**src/rtl/uart_tx_fifo.sv**
```systemverilog
// UART transmitter fed by a small circular FIFO; queued words go out as back-to-back frames.
// Define UART_TX_PARITY_EN to insert a parity bit (even, or odd with PARITY_ODD=1) after the data.
module uart_tx_fifo #(
   parameter int CLKS_PER_BIT = 434,
   parameter int DATA_BITS    = 8,
   parameter int STOP_BITS    = 1,
   parameter int FIFO_DEPTH   = 4,
   parameter int PARITY_ODD   = 0
) (
   input  logic                         clk_50M,
   input  logic                         rst,
   input  logic [DATA_BITS-1:0]         tx_data,
   input  logic                         tx_valid,
   output logic                         tx_ready,
   output logic                         tx,
   output logic                         busy,
   output logic [$clog2(FIFO_DEPTH):0]  fifo_count
);
   localparam int CW = $clog2(CLKS_PER_BIT);
   localparam int AW = $clog2(FIFO_DEPTH);
   localparam int IW = $clog2(DATA_BITS);
   localparam logic [CW-1:0] CNT_LAST  = CW'(CLKS_PER_BIT - 1);
   localparam logic [CW-1:0] CNT_ONE   = CW'(1);
   localparam logic [IW-1:0] IDX_LAST  = IW'(DATA_BITS - 1);
   localparam logic [IW-1:0] IDX_ONE   = IW'(1);
   localparam logic [AW-1:0] PTR_ONE   = AW'(1);
   localparam logic [AW:0]   FIFO_FULL = (AW+1)'(FIFO_DEPTH);
   localparam logic [AW:0]   FIFO_ONE  = (AW+1)'(1);
   localparam logic          STOP_LAST = 1'(STOP_BITS - 1);

`ifdef UART_TX_PARITY_EN
   typedef enum logic [2:0] {S_IDLE, S_START, S_DATA, S_PARITY, S_STOP} state_t;
   logic par_bit;
`else
   typedef enum logic [2:0] {S_IDLE, S_START, S_DATA, S_STOP} state_t;
`endif

   logic [DATA_BITS-1:0] mem [FIFO_DEPTH];
   logic [AW-1:0]        wr_ptr, rd_ptr;
   logic [DATA_BITS-1:0] head, shreg;
   logic [CW-1:0]        bit_cnt;
   logic [IW-1:0]        bit_idx;
   logic                 stop_cnt;
   state_t               state;
   logic                 push, pop, fifo_empty, bit_end, frame_end;

   assign head       = mem[rd_ptr];
   assign fifo_empty = (fifo_count == '0);
   assign tx_ready   = (fifo_count != FIFO_FULL);
   assign push       = tx_valid && tx_ready;
   assign bit_end    = (bit_cnt == CNT_LAST);
   assign frame_end  = (state == S_STOP) && bit_end && (stop_cnt == STOP_LAST);
   // Popping on the last stop cycle lets the next start bit follow with no idle gap.
   assign pop        = !fifo_empty && ((state == S_IDLE) || frame_end);

   always_ff @(posedge clk_50M) begin
      if (rst) begin
         wr_ptr     <= '0;
         rd_ptr     <= '0;
         fifo_count <= '0;
      end else begin
         if (push) wr_ptr <= wr_ptr + PTR_ONE;
         if (pop)  rd_ptr <= rd_ptr + PTR_ONE;
         if (push && !pop)      fifo_count <= fifo_count + FIFO_ONE;
         else if (pop && !push) fifo_count <= fifo_count - FIFO_ONE;
      end
   end

   always_ff @(posedge clk_50M) begin
      if (push) mem[wr_ptr] <= tx_data;
   end

   always_ff @(posedge clk_50M) begin
      if (rst) begin
         state    <= S_IDLE;
         tx       <= 1'b1;
         busy     <= 1'b0;
         bit_cnt  <= '0;
         bit_idx  <= '0;
         stop_cnt <= 1'b0;
         shreg    <= '0;
`ifdef UART_TX_PARITY_EN
         par_bit  <= 1'b0;
`endif
      end else begin
         case (state)
            S_IDLE: begin
               if (pop) begin
                  shreg   <= head;
                  state   <= S_START;
                  tx      <= 1'b0;
                  busy    <= 1'b1;
                  bit_cnt <= '0;
`ifdef UART_TX_PARITY_EN
                  par_bit <= (^head) ^ (PARITY_ODD != 0);
`endif
               end
            end
            S_START: begin
               if (bit_end) begin
                  bit_cnt <= '0;
                  bit_idx <= '0;
                  state   <= S_DATA;
                  tx      <= shreg[0];
                  shreg   <= shreg >> 1;
               end else begin
                  bit_cnt <= bit_cnt + CNT_ONE;
               end
            end
            S_DATA: begin
               if (bit_end) begin
                  bit_cnt <= '0;
                  if (bit_idx == IDX_LAST) begin
`ifdef UART_TX_PARITY_EN
                     state    <= S_PARITY;
                     tx       <= par_bit;
`else
                     state    <= S_STOP;
                     tx       <= 1'b1;
                     stop_cnt <= 1'b0;
`endif
                  end else begin
                     bit_idx <= bit_idx + IDX_ONE;
                     tx      <= shreg[0];
                     shreg   <= shreg >> 1;
                  end
               end else begin
                  bit_cnt <= bit_cnt + CNT_ONE;
               end
            end
`ifdef UART_TX_PARITY_EN
            S_PARITY: begin
               if (bit_end) begin
                  bit_cnt  <= '0;
                  state    <= S_STOP;
                  tx       <= 1'b1;
                  stop_cnt <= 1'b0;
               end else begin
                  bit_cnt <= bit_cnt + CNT_ONE;
               end
            end
`endif
            S_STOP: begin
               if (bit_end) begin
                  bit_cnt <= '0;
                  if (stop_cnt == STOP_LAST) begin
                     if (pop) begin
                        shreg <= head;
                        state <= S_START;
                        tx    <= 1'b0;
`ifdef UART_TX_PARITY_EN
                        par_bit <= (^head) ^ (PARITY_ODD != 0);
`endif
                     end else begin
                        state <= S_IDLE;
                        busy  <= 1'b0;
                     end
                  end else begin
                     stop_cnt <= stop_cnt + 1'b1;
                  end
               end else begin
                  bit_cnt <= bit_cnt + CNT_ONE;
               end
            end
            default: begin
               state <= S_IDLE;
               tx    <= 1'b1;
               busy  <= 1'b0;
            end
         endcase
      end
   end
endmodule

```
**config.mk**
```make
export PLATFORM = sky130hd
export DESIGN_NAME = uart_tx_fifo
export DESIGN_NICKNAME = d
export VERILOG_FILES = /design/src/rtl/uart_tx_fifo.sv
export SDC_FILE = /design/constraint.sdc
export NUM_CORES = 1
export LEC_CHECK = 0
export BUFFER_PORTS_ARGS = -buffer_cell sky130_fd_sc_hd__buf_2
export CAP_MARGIN = 30
export CORE_AREA = 2 2 81 83
export CTS_BUF_LIST = sky130_fd_sc_hd__clkbuf_8
export CTS_CLUSTER_SIZE = 14
export DETAILED_ROUTE_END_ITERATION = 8
export DIE_AREA = 0 0 83 85
export PLACE_DENSITY = 0.69
export SYNTH_ARGS = -nofsm -noshare
export SYNTH_HDL_FRONTEND = slang
export SYNTH_SLANG_ARGS = --single-unit
```
**constraint.sdc**
```tcl
create_clock -name clk_50M -period 6.8 [get_ports clk_50M]
set_clock_uncertainty 0.15 [all_clocks]
set_input_delay 0.34 -clock clk_50M [delete_from_list [all_inputs] [get_ports clk_50M]]
set_output_delay 0.34 -clock clk_50M [all_outputs]
set_load 0.05 [all_outputs]
```
==> results of run 1 <==
## where the power goes
group          total (mW)  switching, mW  internal, mW
clock network       0.345          0.169         0.177
logic               0.578          0.356         0.221
registers           0.532         0.0524         0.479
## cell type report
| type | instances | area [µm²] | area share |
|---|---|---|---|
| sequential | 65 | 1622 | 0.4892 |
| multi-input combinational | 160 | 1264 | 0.3813 |
| timing repair buffer | 17 | 87.58 | 0.02643 |
| tap | 77 | 96.34 | 0.02907 |
| inverter | 10 | 37.54 | 0.01133 |
| clock buffer | 9 | 123.9 | 0.03737 |
| clock inverter | 7 | 83.83 | 0.02529 |
## worst paths after layout
path | start | to | slack (ns) | cells past startpoint
max | state[0] | fifo_count[2] | 4.08 | 10
min | tx_data[1] | mem[0][1] | 0.05 | 1
max reg2reg | state[0] | fifo_count[2] | 4.08 | 10
min reg2reg | shreg[3] | shreg[2] | 0.33 | 2
## flip-flops by register name, indices dropped and copies added (netlist names), named ones only
name	cells
wr_ptr	2
shreg	8
tx	1
rd_ptr	2
busy	1
bit_idx	3
bit_cnt	9
fifo_count	3
mem	32
state	2
## cell families (layout without fill, tap and decap cells)
group	after synthesis	after routing
flops	65	65
simple gates	70	70
fa+ha+maj	14	14
buf+inv	21	43
xor+xnor	4	4
mux	12	12
compound gates	60	60
## cells in the mapped netlist, types with 2 or more instances
cell	count	area share
o31ai_1	4	0.010
or3_1	3	0.0063
nand2_1	22	0.028
nand4_1	2	0.0042
a21oi_1	11	0.018
dfxtp_1	33	0.22
clkbuf_1	7	0.0088
a22o_1	2	0.0059
mux4_2	8	0.061
a31o_2	2	0.0059
and2_1	8	0.017
xor2_1	2	0.0059
ha_1	13	0.055
and3_1	3	0.0063
nand2b_1	5	0.011
xnor2_1	2	0.0059
a311oi_1	15	0.044
nand3_1	2	0.0034
a21boi_0	2	0.0050
o21ai_0	4	0.0067
mux2i_1	3	0.010
a41oi_1	3	0.0088
inv_1	10	0.013
a31oi_1	9	0.019
nor2_1	15	0.019
edfxtp_1	32	0.32
## metrics by stage
step	instance area [µm²]	utilization	power (mW)	hold slack, ns
finish	3314	0.5342	1.455	0.04750
detailed placement	3107	0.5007	1.113	0.3260
global placement	3099	0.4995	1.098	0.3127
floorplan	2977	-	0.9887	0.2889
global route	3314	0.5342	1.558	0.04027
CTS	3314	0.5342	1.460	0.04019
## worst max-delay path: cells and delay by family, from the launching register on
| kind | cells | cell delay (ns) |
|---|---|---|
| AO/OA/AOI/OAI | 3 | 0.62 |
| flip-flops | 1 | 0.38 |
| adder cells (fa/ha/maj) | 3 | 0.88 |
| buffers and inverters | 2 | 0.14 |
| AND/OR/NAND/NOR | 1 | 0.32 |
| XOR/XNOR | 1 | 0.16 |
## layer usage
| metal | vias to the layer above | part of all wire | track usage |
|---|---|---|---|
| li1 | 981 | - | - |
| met1 | 962 | 0.47 | 0.2133 |
| met2 | 29 | 0.47 | 0.2720 |
| met3 | 11 | 0.029 | 0.03696 |
| met4 | 0 | 0.026 | 0.09985 |
| met5 | - | 0 | 0 |
## cells in the final DEF, fill, tap and decap left out, drive strengths merged, types with 2 or more instances in the layout
master / instances
and2: 8
nand2: 22
a41oi: 3
a31o: 2
nand3: 2
a311oi: 15
o31ai: 4
nand2b: 5
xor2: 2
xnor2: 2
inv: 15
mux2i: 3
ha: 13
nand4: 2
or3: 3
and3: 3
dfxtp: 33
a21boi: 3
nor2: 15
a31oi: 9
a21oi: 11
clkbuf: 9
mux4: 8
a22o: 2
o21ai: 5
buf: 17
nor3: 2
edfxtp: 32
==> flow_summary.ini, run 1 <==
[routing]
drt_iter0_markers = 163
wl_um = 5438
ant_nets = 0
drtPass1Iterations = 4
vias = 1983
wl_per_cell_um = 15.76
drc_errors = 0
via_per_inst = 5.748

[synthesis]
synth_compound_area_frac = 0.1480
synth_adder_area_share = 0.06137
yosysUniqueCellTypes = 50
yosys_register_bits = 65
async_flop_share = 0
ys.flop_type = dfxtp_1
yosys.area_share.simple = 0.1290
yosysSeqAreaShare = 0.5448
synth_xor_area_frac = 0.01177
synth_top_family_by_area = compound AO/OA/AOI/OAI gates
synth_area_mm2 = 0.002977
synthMuxAreaShare = 0.07440
ys_warn_count = 0
syn-mean-instance-area_um2 = 12.10
synthCells = 246
synth_edf_count = 32
synth_nets = 271

[cts]
postCtsHoldBufs = 0
cts_resized = 0
clk_path_buf_depth = 2
cts_root_buf = clkbuf_8
htreeDepth = 3
clkTransAtPathRegs_ns = 0.08
cts_setup_buffers = 0
clkSinkCount = 65
cts_tree = yes
clk_latency_ns = 0.35
cts_inserted_buffers = 9

[placed_design]
io_buffers = 16
hpwlAfterDp_um = 3658
place.gp.congestion = 0.7889
dpl.cell_count = 329
pre_cts_ws_ns = 4.123

[hold_path]
hold_path_class = primary input to flip-flop

[sta]
finalSetupViolations = 0
fmax_ghz = 0.3680
setup_ws_ns = 4.083
final.setup.tns_ns = 0
rsz0062_at_grt = false
worstMarginPinSlew_ns = 0.7254
layout_min_cycle_time_ns = 2.717
hold_viol_final = 0
relSlewSlack = 0.5132
finalMaxSlewViolations = 0
period_share = 0.3996

[worst_setup_path]
path_class = flip-flop to flip-flop
crit_required_ns = 6.93
critPathMaxFanout = 8
arrival_ns = 2.85
slowest_stage = dfxtp_1
start_kind = flip-flop
critPathMaxStageDelay_ns = 0.38
crit_path_cell_trace = inv_1 -> ha_1 -> o31ai_1 -> o31a_1 -> ha_1 -> inv_1 -> fa_1 -> xor2_1 -> or3_1 -> a21oi_1
worst_setup_path_end_kind = flip-flop

[die]
start_util = 0.4797
core-area_mm2 = 0.006205
row_count = 29
die_x_um = 83
ios = 17
dieArea_mm2 = 0.007055
die_h_um = 85

[power]
power_density_mw_per_mm2 = 438.9
p_leak_nw = 1.189
ir_drop_uv = 190.0

[global_routing]
grt_pass1_wl_um = 9315
grt_antenna_before_repair = 0
grt_max_degree = 32
overflow = 0
grt_pass1_vias = 1963
grtUsageTotal = 0.1697

[final_layout]
antenna_cells = 0
layout.nets = 288
area_delta_synth_final_pct = 11.35
fillers = 507
drive_gt1_frac = 0.1866
final_cells = 345

[run]
drv_cap = 0

[status]
status = completed
Note: power is estimated with default switching activity, not from simulation.
==> run 2: changes to the inputs <==
- PLACE_DENSITY: 0.69 -> 0.71
- clock period: 6.8 -> 2.3 ns (I/O delays scaled with it)
==> run 2 against run 1 <==
  * Sequential share of layout area shrank 4.6 points
  * Power grew to 3.2 times the previous value
  * Die area is the same
  * Clock-buffer cell count is the same
  * Worst hold slack lost 0.017 ns
  * Worst setup slack lost 4.0 ns
  * Fmax grew 21%
  * Global-route usage grew 1.4 points
  * Sequential power grew to 2.9 times the previous value
  * Largest cell class unchanged
==> flow_summary.ini, run 2 (synthesis gave the netlist of run 1 again) <==
[final_layout]
largest_register = mem
antenna_cells = 0
final_cell_mix = edfxtp_1 (32), buf_4 (32), dfxtp_1 (27)
area_delta_synth_final_pct = 23.67
final_cells = 384
drive_gt1_frac = 0.3094
biggestRegsByFlops = mem: 32 flops, bit_cnt: 9 flops, shreg: 8 flops
largest_register_ffs = 32
layout.nets = 327

[cts]
clkTransAtPathRegs_ns = 0.07
clkSinkCount = 65
cts_inserted_buffers = 9
clk_path_buf_depth = 2
clk_latency_ns = 0.35
cts_tree = yes
cts_root_buf = clkbuf_8
htreeDepth = 3

[worst_setup_path]
cp_top_family = adder cells
worst_setup_path_end_kind = flip-flop
critPathMaxFanout = 3
path_class = flip-flop to flip-flop
path_buf_inv = 2
slowest_stage = dfxtp_2
critPathMaxStageDelay_ns = 0.36
crit_required_ns = 2.42
arrival_ns = 2.36
start_kind = flip-flop
crit_path_cell_trace = inv_2 -> ha_4 -> o31ai_4 -> o31a_1 -> ha_2 -> inv_1 -> fa_2 -> xor2_1 -> or3_1 -> a21oi_1

[sta]
finalSetupViolations = 0
hold_viol_final = 0
finalMaxSlewViolations = 0
period_share = 0.9757
hold-worst-slack_ns = 0.03065
fmax_ghz = 0.4456
layout_min_cycle_time_ns = 2.244
relSlewSlack = 0.6326
rsz0062_at_grt = true
worstMarginPinSlew_ns = 0.5502

[power]
ir_drop_uv = 683.5
power_density_mw_per_mm2 = 1262
p_leak_nw = 1.373

[routing]
topRoutingLayerUsed = met4
vias = 2149
wl_um = 6022
route.met2.wl_um = 3025
ant_nets = 0
drt_iter0_markers = 136
wl_met3_um = 233
via_per_inst = 5.596
wl_met1_um = 2685
wl_per_cell_um = 15.68
drtPass1Iterations = 4
drc_errors = 0

[die]
die_h_um = 85
start_util = 0.4797
dieArea_mm2 = 0.007055
row_count = 29
die_x_um = 83
core-area_mm2 = 0.006205
ios = 17

[run]
drv_cap = 0

[hold_path]
hold_path_class = primary input to flip-flop

[status]
status = completed

[global_routing]
overflow = 0
grt_antenna_before_repair = 0
grt_pass1_wl_um = 10300
grt_max_degree = 21
grt_pass1_vias = 2107
grtUsageTotal = 0.1839

[placed_design]
place.gp.congestion = 0.8755
io_buffers = 16
hpwlAfterDp_um = 4228
dpl.cell_count = 359
run 2: cell count changes in the layout (fill, tap and decap cells not counted), sizes merged:
| cell | change |
|---|---|
| clkinv | +2 |
| buf | +31 |
| inv | -2 |
| dlygate4sd3 | +8 |
run 2: power by group:
part | switching (mW) | internal, mW
sequential | 0.127 | 1.43
combinational | 1.18 | 0.926
clock | 0.476 | 0.510
run 2: through the flow:
stage            util  instance area (µm²)  power (mW)  setup TNS, ns  setup WS [ns]
4_1_cts        0.5910                 3667       4.637              0        0.03439
6_report       0.5933                 3681       4.647              0        0.05594
2_1_floorplan       -                 3034       3.019       -0.04517       -0.04517
3_5_place_dp   0.5447                 3379       3.617       -0.07324       -0.07324
5_1_grt        0.5933                 3681       4.961       -0.06686       -0.06686
3_3_place_gp   0.5447                 3379       3.562       -0.01317       -0.01317
run 2: area by class of cell:
cell class                 count  area, µm²
fill                         507       2524
tap                           77      96.34
inverter                      10      37.54
clock buffer                   9      123.9
timing repair buffer          56      400.4
clock inverter                 7      76.32
multi-input combinational    160       1315
sequential                    65       1632
run 2: per-layer routing:
metal / up-vias / GRT usage
li1: 1055 / -
met3: 6 / 0.05058
met2: 43 / 0.3094
met5: - / 0
met1: 1045 / 0.2314
met4: 0 / 0.06110
run 2: path summary, 6_finish.rpt:
check	from	endpoint	slack [ns]	cells after the start
setup / recovery	state[0]	fifo_count[2]	0.06	10
setup reg to reg	state[0]	fifo_count[2]	0.06	10
hold / removal	rst	rd_ptr[0]	0.03	2
hold reg to reg	shreg[4]	shreg[3]	0.33	2
run 2: what timing repair did:
item,CTS,global route
endpoints found under the hold margin,32,0
hold buffers,8,0
pin swaps,0,4
buffers inserted,1,0
setup endpoints to repair,1,2
resized for setup,0,4
